**src/rtl/display_scheduler.sv**
```systemverilog
// display_scheduler: shares a 3-digit multiplexed 7-segment display between a background and an overlay source.
module display_scheduler #(
  parameter int DIV  = 50000,
  parameter int HOLD = 200
) (
  input  logic       clock,
  input  logic       zera_s,
  input  logic [6:0] valor_a,
  input  logic       valida_a,
  input  logic [6:0] valor_b,
  input  logic       req_b,
  input  logic [1:0] brilho,
  output logic [6:0] numero,
  output logic [1:0] digito,
  output logic [3:0] anodo,
  output logic       overlay_ativo,
  output logic       frame_fim
);
  localparam int PW = (DIV > 1) ? $clog2(DIV) : 1;
  localparam int HW = $clog2(HOLD + 1);
  localparam logic [31:0] DIV_U = DIV;
  localparam logic [0:0] MOSTRA_A = 1'b0;
  localparam logic [0:0] OVERLAY  = 1'b1;
  logic [PW-1:0] r_presc, w_presc_n;
  logic [6:0]    r_shadow_a, r_shadow_b, w_src, w_num_n;
  logic [HW-1:0] r_hold, w_hold_n;
  logic [0:0]    r_state, w_state_n;
  logic [1:0]    w_dig_n;
  logic [31:0]   w_thr;
  logic [3:0]    w_anodo_n;
  logic          w_tick, w_wrap, w_lit, w_en;
  assign overlay_ativo = (r_state == OVERLAY);
  always_comb begin
    w_tick    = (r_presc == PW'(DIV - 1));
    w_wrap    = w_tick && (digito == 2'd2);
    w_presc_n = w_tick ? '0 : r_presc + 1'b1;
    w_dig_n   = w_tick ? ((digito == 2'd2) ? 2'd0 : digito + 2'd1) : digito;
    w_src     = (r_state == OVERLAY) ? r_shadow_b : r_shadow_a;
    w_num_n   = w_wrap ? w_src : numero;
    w_thr     = ((32'(brilho) + 32'd1) * DIV_U) / 32'd4;
    w_lit     = 32'(w_presc_n) < w_thr;
    w_en      = (w_dig_n == 2'd2) ? (w_num_n >= 7'd100) : (w_dig_n == 2'd1) ? (w_num_n >= 7'd10) : 1'b1;
    // anode pattern is built from next-state slot/prescaler so the registered output lines up with them
    w_anodo_n = {1'b1, ~({2'b00, w_en && w_lit} << w_dig_n)};
    // a fresh request always reloads, even on the frame end where hold would have expired
    w_state_n = req_b ? OVERLAY : (r_state == OVERLAY && w_wrap && r_hold == HW'(1)) ? MOSTRA_A : r_state;
    w_hold_n  = req_b ? HW'(HOLD) : (r_state == OVERLAY && w_wrap) ? r_hold - 1'b1 : r_hold;
  end
  always_ff @(posedge clock) begin
    if (zera_s) begin
      r_presc    <= '0;
      digito     <= 2'd0;
      numero     <= 7'd0;
      r_shadow_a <= 7'd0;
      r_shadow_b <= 7'd0;
      r_hold     <= '0;
      r_state    <= MOSTRA_A;
      frame_fim  <= 1'b0;
      anodo      <= 4'b1111;
    end else begin
      r_presc    <= w_presc_n;
      digito     <= w_dig_n;
      numero     <= w_num_n;
      r_shadow_a <= valida_a ? valor_a : r_shadow_a;
      r_shadow_b <= req_b ? valor_b : r_shadow_b;
      r_hold     <= w_hold_n;
      r_state    <= w_state_n;
      frame_fim  <= w_wrap;
      anodo      <= w_anodo_n;
    end
  end
endmodule

```
**config.mk**
```make
export PLATFORM = sky130hd
export DESIGN_NAME = display_scheduler
export DESIGN_NICKNAME = d
export VERILOG_FILES = /design/src/rtl/display_scheduler.sv
export SDC_FILE = /design/constraint.sdc
export NUM_CORES = 1
export LEC_CHECK = 0
export CAP_MARGIN = 20
export CORE_AREA = 3 3 89 91
export DETAILED_ROUTE_END_ITERATION = 12
export DIE_AREA = 0 0 92 94
export PLACE_DENSITY = 0.69
export SETUP_SLACK_MARGIN = 0.3
export SLEW_MARGIN = 10
export SYNTH_ARGS = -nofsm -noshare
export SYNTH_HDL_FRONTEND = slang
export SYNTH_SLANG_ARGS = --single-unit
```
**constraint.sdc**
```tcl
create_clock -name clock -period 7.4 [get_ports clock]
set_clock_uncertainty 0.05 [all_clocks]
set_input_delay 1.48 -clock clock [delete_from_list [all_inputs] [get_ports clock]]
set_output_delay 1.48 -clock clock [all_outputs]
set_load 0.01 [all_outputs]
```
==> flow_summary.json, run 1 <==
{
  "max_clock_freq_mhz": 229.1,
  "min_from": "r_hold[1]",
  "cp_num_buf_inv": 2,
  "routed_wl_mm": 5.628,
  "switching_share_pct": 23.19,
  "finalCritPeriodShare_pct": 59.00,
  "tightest_slew_ns": 0.6650,
  "power.internal_uw": 417.2,
  "nets": 382,
  "drive_above_1_share_pct": 6.509,
  "areaGrowthSynthToFinish_pct": 17.40,
  "slowest_stage": "clkdlybuf4s50_1",
  "wl_per_cell_um": 12.88,
  "async_reset_ff_share_pct": 0,
  "synth_top_family_by_area": "simple AND/OR/NAND/NOR gates",
  "max-slew-margin-rel_pct": 55.53,
  "ys.flop_type": "dfxtp_1",
  "antenna_found_initial": 0,
  "grt_use_total_pct": 13.42,
  "port_buffers": 33,
  "overflow": 0,
  "clock_path_buffers": 2,
  "worstPathRequired_ns": 7.54,
  "drt-initial-drc-count": 74,
  "cts_tree": "yes",
  "crit_top_cell": "ha_1",
  "synthAdderAreaFrac_pct": 10.96,
  "critPathTopFamily": "adder cells",
  "place_congestion": 0.7789,
  "drv_slew": 0,
  "worstHoldEndpoint": "r_hold[1]",
  "coreArea_um2": 7214,
  "seq_area_frac_synth_pct": 36.48,
  "synth-simple-area-share_pct": 24.51,
  "die_w_um": 92,
  "syn-instance-count": 311,
  "worst-path-max-fanout": 9,
  "period_needed_ns": 4.366,
  "p_per_area_nw_per_um2": 162.1,
  "whs_path_depth": 2,
  "power_leakage_nw": 1.368,
  "synth_xor_area_share_pct": 7.058,
  "dp_hpwl_mm": 4.205,
  "arrival_ns": 4.50,
  "r2r_cells": 12,
  "clock_power_share_pct": 35.2,
  "numCtsBuffers": 5,
  "avgSynthCellArea_um2": 9.177,
  "drv_cap": 0,
  "final_common_cell": "dfxtp_1",
  "grt_setup_unrepaired": "no",
  "final_cells": 437,
  "layout_common_cells": "dfxtp_1 (52), nor2_1 (45), clkdlybuf4s50_1 (33), ha_1 (25), mux2i_1 (22)",
  "synth-edff-count": 0,
  "grt_pass1_vias": 2066,
  "antennaDiodeCount": 0,
  "io_pins": 35,
  "synth_mux_area_share_pct": 8.110,
  "vias_per_cell": 5.135,
  "post_cts_buffers": 0,
  "hold_violations": 0,
  "path_class": "in -> reg",
  "synth_compound_area_share_pct": 8.768,
  "max_stage_delay_ns": 0.69,
  "syn_nets": 356,
  "outcome": "finished clean",
  "drt-pass1-iter-count": 4,
  "ctsRootBufferMaster": "clkbuf_8",
  "synth_area_um2": 2854,
  "grt_start_max_net_pins": 49,
  "ys_seq_elements": 52,
  "grt_pass1_wl_mm": 9.549,
  "critical_path_depth": 12,
  "die_y_um": 94,
  "start_kind": "input port",
  "start_util_pct": 39.56,
  "nFillCells": 719,
  "regArea_um2": 1041,
  "r2r-start": "r_presc[0]",
  "vdd_drop_max_v": 0.0001108,
  "reg2reg_to": "anodo[2]",
  "multi_input_area_um2": 1699,
  "dieArea_um2": 8648,
  "final.setup.tns_ns": 0,
  "numClockSinks": 52,
  "reg2reg_setup_slack_ns": 4.05,
  "synth.distinct_cells": 52,
  "cp_cell_sequence": "clkdlybuf4s50_1, inv_1, ha_1, xnor2_1, ha_1, xnor2_1, ha_1, a21oi_1, nand2_1, a221oi_1, o311a_1, o211ai_1",
  "postCtsResizedCells": 0,
  "clk_latency_ns": 0.30,
  "dp_cells": 429,
  "hold_path_class": "reg -> reg",
  "cts_hold_buf": 0,
  "cts.clk_slew.worst_paths_ns": 0.09,
  "setup_viol": 0,
  "num_rows": 31,
  "power_switching_uw": 126.0,
  "htreeDepth": 2,
  "total_power_uw": 543.2,
  "ant_nets": 0,
  "synth_warnings": 0,
  "p_seq_share_pct": 54.2,
  "num_vias": 2244,
  "drc": 0,
  "pwr-share-comb_pct": 10.6,
  "cp-end-kind": "flip-flop"
}
-- per-stage QoR --
stage | setup slack, ns | utilization [%] | instance area (µm²) | hold WS [ns]
after floorplan | 3.753 | - | 2854 | 0.3959
after global placement | 2.803 | 44.90 | 3239 | 0.4139
after detailed placement | 2.676 | 44.90 | 3239 | 0.4176
after CTS | 2.986 | 46.44 | 3351 | 0.4318
after global routing | 2.665 | 46.44 | 3351 | 0.4562
final | 3.034 | 46.44 | 3351 | 0.4272
-- flip-flops by register name, summed over array words and instances (netlist names), 2 cells and up --
signal	cells
r_presc	16
r_hold	8
numero	7
r_shadow_a	7
r_shadow_b	7
anodo	3
digito	2
-- Yosys cell counts (3+ instances only) --
master	instances	area, µm²
xor2_1	8	70.07
nand2_1	10	37.54
buf_2	3	15.01
nor2_1	45	168.9
mux2i_1	22	220.2
nand4_1	6	37.54
nor2b_1	8	50.05
dfxtp_1	52	1041
a21o_1	4	30.03
nor3b_1	4	30.03
nand3_1	12	60.06
xnor2_1	15	131.4
nor4_1	5	31.28
ha_1	25	312.8
and3_1	5	31.28
inv_1	8	30.03
a211oi_1	7	52.55
a21oi_1	10	50.05
clkbuf_1	7	26.28
nor3_1	14	70.07
-- cell type report --
type                       count  share of cell area [%]
tap                           99                   3.697
inverter                       8                  0.8962
sequential                    52                   31.07
clock inverter                 3                   1.270
clock buffer                   5                   2.054
timing repair buffer          35                   10.31
multi-input combinational    235                   50.71
-- worst register-to-register path, cell delays in order (launching register included) --
cell      delay (ns)
dfxtp_1         0.40
ha_1            0.22
nand3_2         0.15
or2_1           0.40
nor2_1          0.46
buf_4           0.29
nor2_1          0.07
ha_1            0.29
nor3_1          0.19
a21oi_1         0.07
a221oi_1        0.31
o311a_1         0.24
o211ai_1        0.09
-- metal layers --
metal,GRT usage [%],vias up,part of all wire [%]
met5,0,-,0
met4,4.084,0,1.1
met3,3.045,9,3.8
met2,22.14,40,47
met1,17.49,1052,48
li1,-,1143,-
-- logic make-up (layout without fill, tap and decap cells) --
logic type / count (synthesis) / in the layout
flip-flops: 52 / 52
buffers and inverters: 24 / 51
adder cells (fa/ha/maj): 25 / 25
multiplexers: 23 / 23
other: 1 / 1
XOR/XNOR: 23 / 23
AND/OR/NAND/NOR: 128 / 128
AO/OA/AOI/OAI: 35 / 35
-- power groups by stage --
stage	Sequential [mW]	Clock (mW)	Combinational, mW
final	0.295	0.191	0.0574
after global routing	0.296	0.213	0.0648
after CTS	0.295	0.198	0.0582
after detailed placement	0.301	0	0.0578
after global placement	0.301	0	0.0564
after floorplan	0.299	0	0.0389
-- how the worst max path moves through the flow --
stage	slack [ns]	from	endpoint
2_1_floorplan	3.75	brilho[0]	anodo[2]
3_3_place_gp	2.80	brilho[0]	anodo[2]
3_5_place_dp	2.68	brilho[0]	anodo[2]
4_1_cts	2.99	brilho[0]	anodo[2]
5_1_grt	2.66	brilho[0]	anodo[2]
6_report	3.03	brilho[0]	anodo[2]
Power figures use the tool's default switching activity.
==> run 2, diff against run 1 <==
==> constraint.sdc (replaced) <==
create_clock -name clock -period 4.4 [get_ports clock]
set_clock_uncertainty 0.05 [all_clocks]
set_input_delay 0.88 -clock clock [delete_from_list [all_inputs] [get_ports clock]]
set_output_delay 0.88 -clock clock [all_outputs]
set_load 0.01 [all_outputs]
==> flow_summary.json, run 2 (synthesis gave the netlist of run 1 again) <==
{
  "post_cts_buffers": 0,
  "coreArea_um2": 7214,
  "critPathTopFamily": "adder cells",
  "cp_cell_sequence": "clkdlybuf4s50_1, inv_1, ha_1, xnor2_1, ha_1, xnor2_1, ha_1, a21oi_1, nand2_1, a221oi_1, o311a_1, o211ai_1",
  "antenna_found_initial": 0,
  "drc": 0,
  "antennaDiodeCount": 0,
  "grt_start_max_net_pins": 32,
  "power_leakage_nw": 1.372,
  "layout_common_cells": "dfxtp_1 (52), nor2_1 (45), clkdlybuf4s50_1 (33), ha_1 (25), mux2i_1 (22)",
  "drt-initial-drc-count": 42,
  "grt_pass1_vias": 2189,
  "nFillCells": 700,
  "dp_slack_ns": 0.5077,
  "cp_num_buf_inv": 2,
  "port_buffers": 33,
  "final.setup.tns_ns": 0,
  "p_per_area_nw_per_um2": 263.1,
  "dieArea_um2": 8648,
  "max_clock_freq_mhz": 280.3,
  "vias_per_cell": 5.066,
  "slowest_stage": "clkdlybuf4s50_1",
  "finalCritPeriodShare_pct": 81.08,
  "start_util_pct": 39.56,
  "fin_area_um2": 3349,
  "nets": 384,
  "max-slew-margin-rel_pct": 46.87,
  "die_w_um": 92,
  "htreeDepth": 2,
  "num_vias": 2224,
  "place_congestion": 0.8062,
  "worst-path-max-fanout": 5,
  "hold_path_class": "reg -> reg",
  "grt_use_total_pct": 14.01,
  "placed_area_um2": 3254,
  "largest-register": "r_presc",
  "outcome": "finished clean",
  "drt-pass1-iter-count": 5,
  "period_needed_ns": 3.568,
  "crit_top_cell": "ha_1",
  "hold_violations": 0,
  "numCtsBuffers": 5,
  "areaGrowthSynthToFinish_pct": 17.36,
  "ctsRootBufferMaster": "clkbuf_8",
  "vdd_drop_max_v": 0.0002572,
  "drive_above_1_share_pct": 7.059,
  "final_common_cell": "dfxtp_1",
  "dp_hpwl_mm": 4.221,
  "grt_pass1_wl_mm": 9.791,
  "numClockSinks": 52,
  "largest_register_ffs": 16,
  "wl_per_cell_um": 13.15,
  "clock_path_buffers": 2,
  "reg2reg_to": "anodo[2]",
  "num_rows": 31,
  "io_pins": 35,
  "ant_nets": 0,
  "cts_tree": "yes",
  "reg2reg_setup_slack_ns": 1.39,
  "overflow": 0,
  "total_power_uw": 881.2,
  "grt_setup_unrepaired": "no",
  "tightest_slew_ns": 0.7944,
  "worstHoldEndpoint": "r_hold[1]",
  "setup_viol": 0,
  "routed_wl_mm": 5.773,
  "top_regs": "r_presc x16, r_hold x8",
  "die_y_um": 94,
  "min_from": "r_hold[1]",
  "r2r-start": "r_presc[0]",
  "path_class": "in -> reg",
  "r2r_cells": 12,
  "drv_slew": 0,
  "start_kind": "input port",
  "drv_cap": 0,
  "clk_latency_ns": 0.32,
  "whs_path_depth": 2,
  "cts.clk_slew.worst_paths_ns": 0.11,
  "max_stage_delay_ns": 0.57,
  "cts_hold_buf": 0,
  "postCtsResizedCells": 0,
  "setup_slack_ns": 0.8324,
  "arrival_ns": 3.73,
  "worstPathRequired_ns": 4.56,
  "cp-end-kind": "flip-flop"
}
run 2: per-stage QoR:
step | std cells | utilization [%] | hold WS (ns)
floorplan | 311 | - | 0.3959
global placement | 431 | 45.11 | 0.4098
detailed placement | 431 | 45.11 | 0.4321
CTS | 439 | 46.43 | 0.4465
global route | 439 | 46.43 | 0.4681
finish | 439 | 46.43 | 0.4427
run 2: worst max path at each step:
stage	cells after the start	slack, ns	to	from
after floorplan	11	1.35	anodo[2]	brilho[0]
final	12	0.83	anodo[2]	brilho[1]
after global placement	12	0.63	anodo[2]	brilho[1]
after global routing	12	0.64	anodo[2]	brilho[1]
after CTS	12	0.84	anodo[2]	brilho[1]
after detailed placement	12	0.51	anodo[2]	brilho[1]
run 2: cell type report:
| type | count | area [µm²] | share of cell area (%) |
|---|---|---|---|
| tap | 99 | 123.9 | 3.698 |
| timing repair buffer | 37 | 360.3 | 10.76 |
| clock buffer | 5 | 68.82 | 2.055 |
| sequential | 52 | 1041 | 31.08 |
| inverter | 8 | 30.03 | 0.8965 |
| clock inverter | 3 | 26.28 | 0.7845 |
| multi-input combinational | 235 | 1699 | 50.73 |
run 2: power breakdown:
| group | switching (mW) | leakage, nW | internal, mW |
|---|---|---|---|
| sequential | 0.0120 | 0.424 | 0.483 |
| clock | 0.171 | 0.0487 | 0.116 |
| combinational | 0.0478 | 0.900 | 0.0509 |
run 2: routing by layer:
layer  global-route usage (%)  vias to the layer above  part of all wire [%]
met4                    5.198                        0                   1.5
met5                        0                        -                     0
li1                         -                     1148                     -
met3                    4.728                        8                   5.0
met1                    16.88                     1034                    47
met2                    23.18                       34                    47
run 2: tightest hold or removal path, stage by stage, from the launching register on:
cell,delay (ns)
dfxtp_1,0.32
nand3_1,0.07
o31ai_1,0.06
==> run 3, diff against run 2 <==
==> constraint.sdc (replaced) <==
create_clock -name clock -period 3.4 [get_ports clock]
set_clock_uncertainty 0.05 [all_clocks]
set_input_delay 0.68 -clock clock [delete_from_list [all_inputs] [get_ports clock]]
set_output_delay 0.68 -clock clock [all_outputs]
set_load 0.01 [all_outputs]
==> flow_summary.json, run 3 (synthesis gave the netlist of run 1 again) <==
{
  "outcome": "finished clean",
  "num_vias": 2274,
  "period_needed_ns": 2.880,
  "die_w_um": 92,
  "critPathTopFamily": "simple AND/OR/NAND/NOR gates",
  "hold_violations": 0,
  "overflow": 0,
  "layout_common_cells": "dfxtp_1 (52), nor2_1 (44), clkdlybuf4s50_1 (31), ha_1 (24), mux2i_1 (22)",
  "drive_above_1_share_pct": 11.24,
  "grt_start_max_net_pins": 22,
  "htreeDepth": 2,
  "dp_slack_ns": -0.09718,
  "top_regs": "r_presc x16, r_hold x8",
  "clk_latency_ns": 0.30,
  "ant_nets": 0,
  "vias_per_cell": 5.099,
  "p_per_area_nw_per_um2": 327.1,
  "largest-register": "r_presc",
  "grt_setup_unrepaired": "no",
  "antenna_found_initial": 0,
  "start_util_pct": 39.56,
  "path_class": "reg -> reg",
  "critical_path_depth": 12,
  "met3_usage_pct": 3.205,
  "num_rows": 31,
  "max_clock_freq_mhz": 347.2,
  "cts_tree": "yes",
  "cp-end-kind": "flip-flop",
  "slowest_stage": "dfxtp_1",
  "reg2reg_setup_slack_ns": 0.52,
  "busiest_layer": "met2",
  "cts.clk_slew.worst_paths_ns": 0.09,
  "total_power_mw": 1.129,
  "grt_pass1_wl_mm": 9.811,
  "die_y_um": 94,
  "largest_register_ffs": 16,
  "areaGrowthSynthToFinish_pct": 20.96,
  "met2_usage_pct": 23.91,
  "endpoint": "anodo[2]",
  "start_kind": "flip-flop",
  "worstPathRequired_ns": 3.58,
  "clock_path_buffers": 2,
  "arrival_ns": 3.06,
  "drc": 0,
  "wl_per_cell_um": 13.18,
  "port_buffers": 33,
  "io_pins": 35,
  "tightest_slew_ns": 0.6763,
  "routed_wl_mm": 5.878,
  "nets": 391,
  "drv_cap": 0,
  "drt-initial-drc-count": 70,
  "drv_slew": 0,
  "r2r_cells": 12,
  "numClockSinks": 52,
  "dp_hpwl_mm": 4.463,
  "numCtsBuffers": 5,
  "hold_path_class": "reg -> reg",
  "ctsRootBufferMaster": "clkbuf_8",
  "worst-path-max-fanout": 6,
  "crit_start": "r_presc[0]",
  "use_met1_pct": 17.10,
  "vdd_drop_max_v": 0.0002540,
  "cp_num_buf_inv": 0,
  "cp_cell_sequence": "ha_1, nand3_2, nor3_2, nand3_1, xor2_1, nor2_1, ha_1, and3_1, and3_1, nand3_1, o311a_1, o211ai_1",
  "final.setup.tns_ns": 0,
  "dieArea_um2": 8648,
  "cts_hold_buf": 0,
  "power_leakage_nw": 1.425,
  "grt_pass1_vias": 2193,
  "post_cts_buffers": 0,
  "final_common_cell": "dfxtp_1",
  "setup_slack_ns": 0.5202,
  "drt-pass1-iter-count": 4,
  "max_stage_delay_ns": 0.40,
  "coreArea_um2": 7214,
  "grt_use_total_pct": 13.96,
  "setup_viol": 0,
  "max-slew-margin-rel_pct": 54.77,
  "finalCritPeriodShare_pct": 84.70,
  "reg2reg_to": "anodo[2]",
  "r2r-start": "r_presc[0]",
  "place_congestion": 0.8241,
  "antennaDiodeCount": 0
}
## run 3: layout make-up
cell class,count,area [µm²]
fill,727,3762
multi-input combinational,235,1743
sequential,52,1041
timing repair buffer,44,425.4
tap,99,123.9
clock buffer,6,72.57
inverter,8,30.03
clock inverter,2,16.27
## run 3: report_power, final
group / internal [mW] / total (mW) / switching (mW)
clock: 0.147 / 0.346 / 0.199
sequential: 0.626 / 0.642 / 0.0164
combinational: 0.0761 / 0.142 / 0.0654
## run 3: per-stage QoR
stage / instances / area [µm²] / utilization (%) / hold WS, ns
after detailed placement: 438 / 3307 / 45.84 / 0.4159
after global placement: 438 / 3307 / 45.84 / 0.4133
after global routing: 446 / 3452 / 47.85 / 0.4568
final: 446 / 3452 / 47.85 / 0.4239
after floorplan: 311 / 2854 / - / 0.3959
after CTS: 446 / 3422 / 47.43 / 0.4291
## run 3: repair_timing
item                       CTS  global route
setup endpoints to repair    3             3
pin swaps                    1             2
gates cloned                 0             0
resized for setup            3            11
## run 3: worst reg2reg max path: stages, from the launching register on
cell and delay, ns:
dfxtp_1 0.40, ha_1 0.24, nand3_2 0.16, nor3_2 0.33, nand3_1 0.14, xor2_1 0.22
nor2_1 0.08, ha_1 0.30, and3_1 0.17, and3_1 0.19, nand3_1 0.08, o311a_1 0.37
o211ai_1 0.09
## run 3: routing by layer
metal,routed length (µm),vias to the layer above
met5,0,-
met4,46,0
met3,203,6
met2,2905,42
met1,2722,1064
li1,-,1162
## run 3: worst min path at each step
| stage | from | end | slack (ns) | cells after the start |
|---|---|---|---|---|
| CTS | r_hold[1] | r_hold[1] | 0.43 | 2 |
| finish | r_hold[1] | r_hold[1] | 0.42 | 2 |
| global placement | r_hold[1] | r_hold[1] | 0.41 | 2 |
| detailed placement | r_hold[1] | r_hold[1] | 0.42 | 2 |
| floorplan | r_hold[1] | r_hold[1] | 0.40 | 2 |
| global route | r_hold[1] | r_hold[1] | 0.46 | 2 |
